--- src/rtl/uart_host_master.sv ---
// uart_host_master
// Host-side initiator for the UART register protocol. A parallel register
// command becomes one or two 8N1 frames on uart_txd_o; a read then waits for a
// one-byte reply on uart_rxd_i.
//
// Ports
//   clk_i        system clock
//   rst_i        synchronous reset, active-high
//   cmd_valid_i  command offered
//   cmd_ready_o  master idle
//   cmd_write_i  1 = write, 0 = read
//   cmd_addr_i   7-bit register address
//   cmd_wdata_i  write data (ignored for reads)
//   rsp_valid_o  one-cycle completion pulse
//   rsp_rdata_o  read data, held until the next completion
//   rsp_err_o    qualifies rsp_valid_o: read timeout or framing error
//   uart_txd_o   serial out, idle high
//   uart_rxd_i   serial in, asynchronous
//
// Handshake: a command transfers on a rising edge where cmd_valid_i and
// cmd_ready_o are both high. cmd_ready_o stays low from that edge until the
// completion pulse; rsp_valid_o is high for exactly one cycle per accepted
// command, in the cycle where cmd_ready_o has just returned high.
module uart_host_master #(
  parameter int CLK_FREQ   = 24_000_000,
  parameter int BAUD       = 115_200,
  parameter int RD_TIMEOUT = 2_000_000
) (
  input  logic       clk_i,
  input  logic       rst_i,
  input  logic       cmd_valid_i,
  output logic       cmd_ready_o,
  input  logic       cmd_write_i,
  input  logic [6:0] cmd_addr_i,
  input  logic [7:0] cmd_wdata_i,
  output logic       rsp_valid_o,
  output logic [7:0] rsp_rdata_o,
  output logic       rsp_err_o,
  output logic       uart_txd_o,
  input  logic       uart_rxd_i
);

  localparam int DIV = CLK_FREQ / BAUD;
  localparam int BW  = $clog2(DIV);
  localparam int TW  = $clog2(RD_TIMEOUT + 1);

  localparam logic [BW-1:0] BAUD_LAST = BW'(DIV - 1);
  localparam logic [BW-1:0] BAUD_MID  = BW'(DIV / 2);
  localparam logic [TW-1:0] TMO_LAST  = TW'(RD_TIMEOUT - 1);
  localparam logic [TW-1:0] TMO_MAX   = TW'(RD_TIMEOUT);

  typedef enum logic [2:0] {
    IDLE, TX_HDR, TX_DAT, RX_WAIT, RX_BIT, DONE
  } state_t;

  state_t        state, state_n;
  logic [BW-1:0] baud_cnt;
  logic [3:0]    bit_idx;
  logic [TW-1:0] tmo_cnt;
  logic          wr_q;
  logic [6:0]    addr_q;
  logic [7:0]    wdata_q;
  logic [2:0]    rx_sync;
  logic [7:0]    rx_shift;
  logic          err_q;

  logic          bit_end, mid_bit, rx_bit, rx_fall;
  logic          done_err, shift_en;
  logic [9:0]    tx_frame;

  assign bit_end = (baud_cnt == BAUD_LAST);
  assign mid_bit = (baud_cnt == BAUD_MID);
  // rx_sync[1] is the synchronised line; rx_sync[2] is its previous value.
  assign rx_bit  = rx_sync[1];
  assign rx_fall = rx_sync[2] & ~rx_sync[1];

  always_ff @(posedge clk_i) begin
    if (rst_i) state <= IDLE;
    else       state <= state_n;
  end

  always_comb begin
    state_n     = state;
    cmd_ready_o = 1'b0;
    uart_txd_o  = 1'b1;
    done_err    = 1'b0;
    shift_en    = 1'b0;
    tx_frame    = {1'b1, (state == TX_DAT) ? wdata_q : {wr_q, addr_q}, 1'b0};
    case (state)
      IDLE: begin
        cmd_ready_o = 1'b1;
        if (cmd_valid_i) state_n = TX_HDR;
      end
      TX_HDR: begin
        uart_txd_o = tx_frame[bit_idx];
        if (bit_end && bit_idx == 4'd9) state_n = wr_q ? TX_DAT : RX_WAIT;
      end
      TX_DAT: begin
        uart_txd_o = tx_frame[bit_idx];
        if (bit_end && bit_idx == 4'd9) state_n = DONE;
      end
      RX_WAIT: begin
        // Timeout wins over a coincident start edge.
        if (tmo_cnt >= TMO_LAST) begin
          state_n  = DONE;
          done_err = 1'b1;
        end else if (rx_fall) begin
          state_n = RX_BIT;
        end
      end
      RX_BIT: begin
        if (mid_bit) begin
          if (bit_idx == 4'd0) begin
            // Start bit high at mid-bit: glitch, resume waiting.
            if (rx_bit) state_n = RX_WAIT;
          end else if (bit_idx == 4'd9) begin
            state_n  = DONE;
            done_err = ~rx_bit;
          end else begin
            shift_en = 1'b1;
          end
        end
      end
      DONE:    state_n = IDLE;
      default: state_n = IDLE;
    endcase
  end

  always_ff @(posedge clk_i) begin
    if (rst_i) begin
      baud_cnt    <= '0;
      bit_idx     <= '0;
      tmo_cnt     <= '0;
      wr_q        <= 1'b0;
      addr_q      <= '0;
      wdata_q     <= '0;
      rx_sync     <= 3'b111;
      rx_shift    <= '0;
      err_q       <= 1'b0;
      rsp_valid_o <= 1'b0;
      rsp_rdata_o <= '0;
      rsp_err_o   <= 1'b0;
    end else begin
      rx_sync     <= {rx_sync[1:0], uart_rxd_i};
      rsp_valid_o <= (state == DONE);

      if (cmd_valid_i && cmd_ready_o) begin
        wr_q    <= cmd_write_i;
        addr_q  <= cmd_addr_i;
        wdata_q <= cmd_wdata_i;
      end

      // Bit timing restarts on every state change.
      if (state_n != state) begin
        baud_cnt <= '0;
        bit_idx  <= '0;
      end else if (state inside {TX_HDR, TX_DAT, RX_BIT}) begin
        baud_cnt <= bit_end ? '0 : baud_cnt + 1'b1;
        if (bit_end) bit_idx <= bit_idx + 4'd1;
      end

      // Runs across glitch retries; only a new command clears it.
      if (state inside {RX_WAIT, RX_BIT}) begin
        if (tmo_cnt != TMO_MAX) tmo_cnt <= tmo_cnt + 1'b1;
      end else begin
        tmo_cnt <= '0;
      end

      if (shift_en) rx_shift <= {rx_bit, rx_shift[7:1]};

      if (state_n == DONE && state != DONE) err_q <= done_err;

      if (state == DONE) begin
        rsp_err_o <= err_q;
        if (!wr_q && !err_q) rsp_rdata_o <= rx_shift;
      end
    end
  end

endmodule

--- config.mk ---
export PLATFORM = sky130hd
export DESIGN_NAME = uart_host_master
export DESIGN_NICKNAME = d
export VERILOG_FILES = /design/src/rtl/uart_host_master.sv
export SDC_FILE = /design/constraint.sdc
export NUM_CORES = 1
export LEC_CHECK = 0
export ABC_CLOCK_PERIOD_IN_PS = 3300
export CAP_MARGIN = 20
export CORE_UTILIZATION = 40
export DETAILED_ROUTE_END_ITERATION = 6
export GPL_TIMING_DRIVEN = 0
export PLACE_DENSITY_LB_ADDON = 0.1
export SYNTH_ARGS = -nofsm -noshare
export SYNTH_HDL_FRONTEND = slang
export SYNTH_SLANG_ARGS = --single-unit
export TNS_END_PERCENT = 100
--- constraint.sdc ---
create_clock -name clk_i -period 3.3 [get_ports clk_i]
set_input_delay 0.66 -clock clk_i [delete_from_list [all_inputs] [get_ports clk_i]]
set_output_delay 0.66 -clock clk_i [all_outputs]
set_load 0.005 [all_outputs]
==> reports/qor.csv <==
metric,value,unit
Total GRT Usage,17.93,%
Critical-path top delay cell,mux4_2,
met3 wire length,234,um
CP peak stage delay,520,ps
status,"finished, violations left",
row cnt,34,
Final setup viols,0,
"setup slack, reg-to-reg",970,ps
CP startpoint kind,flop,
initial antenna violation count,0,
total global routing overflow,0,
RSZ-0062 raised after global routing,false,
hold_sp,rx_sync[0],
placed cell area,0.004096,mm2
Async SR Flop Fraction,0,%
pwr dens,400.4,mW/mm2
ANT nets after route,0,
XOR/XNOR Fraction of Synth Area,6.220,%
mapped cell area,0.003661,mm2
Vias,3008,
layout cells sized above 1,10.17,%
adder-cell share of the synthesized area,2.392,%
"critical path fanouts, max",6,
Area Growth Syn to Fin,17.70,%
RePlAce Congestion,0.8354,
Cells on Worst Hold Path,1,
crit path capture type,output port,
CTS root buf,clkbuf_8,
RR Startpoint,bit_idx[1],
Slew headroom,42.85,%
Synth cell types,58,
sequential area share after synthesis,40.46,%
WP data required,2640,ps
Buf/Inv on CP,2,
CTS tree,built,
DRC,4,
syn nets,442,
Seq cells post-synth,74,
final std cells w/o fill,570,
Synth Area in Simple Gates,25.36,%
Hold Path Class,reg2reg,
Final Worst Setup Slack,152.8,ps
number of synthesized flops with an enable pin,0,
Final nets,485,
Total Neg Setup Slack,0,ps
cell family with most CP delay,multiplexers,
Worst Hold End,rx_sync[1],
WP data arrival,2490,ps
Num CTS Buffers,9,
CTS Sinks,74,
die area,0.009539,mm2
CP Cell Sequence,clkbuf_2 -> mux4_2 -> mux2i_1 -> a221oi_1 -> a2111o_1 -> clkdlybuf4s50_1,
Synth Instances,415,
reg-to-reg endpoint,bit_idx[0],
# H-tree levels,3,
Max IR drop VDD,0.1923,mV
Final Hold Violating Endpoints,0,
Worst Skew,9.358,ps
TritonRoute pass-1 iters,6,
LEAKAGE,1.625,nW
Post-Syn Area per Cell,8.822,um2
Longest Clk Path Bufs,2,
clock slew at reported path FFs,80,ps
top layer in use,met4,
"Slew Viols, Final",0,
FILL cells,861,
met1 WL,3916,um
f_max,0.3177,GHz
YS warnings,0,
core area,0.008806,mm2
first-pass GRT wire length,13990,um
Initial DRC Count,72,
die span in y,97.67,um
fin crit share,95.37,%
IO Port Bufs,30,
post-DP HPWL,5734,um
Placement Setup Slack,138.6,ps
die width,97.67,um
# diodes,0,
WL per Instance,14.07,um
# IOs,32,
CP Class,reg2out,
mux share of post-synthesis cell area,8.202,%
Routed WL,8021,um
metal2 WL,3805,um
vias per cell,5.277,
R2R cell count,8,
failing checks,DRC,
cell area after layout,0.004309,mm2
Initial Util,41.57,%
Final min period,3147,ps
cts hold-fix bufs,0,
measured slew at the worst slew-check pin,849.4,ps
Max-cap violations,0,
post-synthesis compound-gate area fraction,12.06,%
placed cell count,553,
Synth Flop Type,dfxtp_1,
largest family of logic cells by synthesized area,simple AND/OR/NAND/NOR gates,
largest net degree at the start of global routing,13,
clock latency on the worst-skew pair,340,ps
vias in the first global route,2993,
[flip-flops by register name, indices dropped and copies added (netlist names)]
name,cells
tmo_cnt,21
baud_cnt,8
rsp_rdata_o,8
rx_shift,8
wdata_q,8
addr_q,7
bit_idx,4
rx_sync,3
state,3
err_q,1
rsp_err_o,1
rsp_valid_o,1
wr_q,1
[layout make-up]
cell class                      instances  area [um2]  share of cell area, %
Multi-Input combinational cell        299        1996                  46.31
Sequential cell                        74        1481                  34.38
Timing Repair Buffer                   32       315.3                  7.317
Buffer                                 27       141.4                  3.281
Tap cell                              108       135.1                  3.136
Clock buffer                           10       127.6                  2.962
Clock inverter                          5       56.30                  1.307
Inverter                               15       56.30                  1.307
[report_power, final]
| part | leakage (nW) | internal (mW) | switching, mW |
|---|---|---|---|
| clock | 0.0921 | 0.344 | 0.341 |
| combinational | 0.933 | 0.0584 | 0.0643 |
| sequential | 0.599 | 0.909 | 0.00910 |
[routing by layer]
layer  GRT usage, %  up-vias
li1               -     1539
met1          23.10     1422
met5              0        -
met4          4.895        0
met2          30.50       42
met3          3.453        5
[per-stage QoR]
stage	hold WS [ps]	utilization (%)	total power [mW]
global route	446.6	48.93	1.801
detailed placement	398.5	46.52	1.062
CTS	418.9	48.86	1.752
global placement	400.6	46.52	1.060
finish	416.1	48.93	1.725
floorplan	389.5	-	1.013
[cell usage after synthesis, types with 3 or more instances]
master     n  area (um2)
nor3b_1    4       30.03
nand2b_1   4       25.02
nor4_2     3       37.54
a21o_1     4       30.03
dfxtp_1   74        1481
o21ai_0    6       30.03
xor2_1    12       105.1
nand2_1   47       176.4
a211oi_1   5       37.54
buf_2      5       25.02
nor4_1     4       25.02
ha_1       7       87.58
or2_2      3       18.77
inv_1     15       56.30
nand3b_1   4       30.03
nor3_1    18       90.09
buf_6      3       33.78
or3_1      3       18.77
mux4_2     3       67.56
nor2_1    44       165.2
nand3_1   10       50.05
clkbuf_1  17       63.81
a21oi_1   27       135.1
mux2i_1   21       210.2
nand4_1    9       56.30
xnor2_1   14       122.6
and3_1     7       43.79
[cells by family after synthesis]
logic type	after synthesis
and+or+nand+nor	176
DFF	74
AOI/OAI and AO/OA	64
buffers and inverters	42
xor gates and xnor gates	26
muxes	26
adders and majority gates	7
[how the worst max path moves through the flow]
| stage | start | endpoint | cells after the start |
|---|---|---|---|
| 2_1_floorplan | state[1] | uart_txd_o | 6 |
| 3_3_place_gp | state[1] | uart_txd_o | 7 |
| 3_5_place_dp | state[1] | uart_txd_o | 7 |
| 4_1_cts | state[1] | uart_txd_o | 7 |
| 5_1_grt | state[1] | uart_txd_o | 7 |
| 6_report | bit_idx[0] | uart_txd_o | 6 |
[layout by cell type, fill, tap and decap left out, types with 5 or more instances in the layout]
cell type,n
a211oi_1,5
a21oi_1,27
and3_1,7
buf_4,5
clkbuf_1,17
clkbuf_8,9
clkdlybuf4s50_1,30
dfxtp_1,74
ha_1,7
inv_1,15
mux2i_1,21
nand2_1,47
nand3_1,10
nand4_1,9
nor2_1,44
nor3_1,18
o21ai_0,6
xnor2_1,14
xor2_1,12
[repair_timing]
| item | CTS | global route |
|---|---|---|
| resized for setup | 2 | 3 |
| setup buffers | 2 | 0 |
| endpoints found under the setup margin | 1 | 1 |
| endpoints found under the hold margin | 0 | 0 |
(Power assumes the default switching activity.)
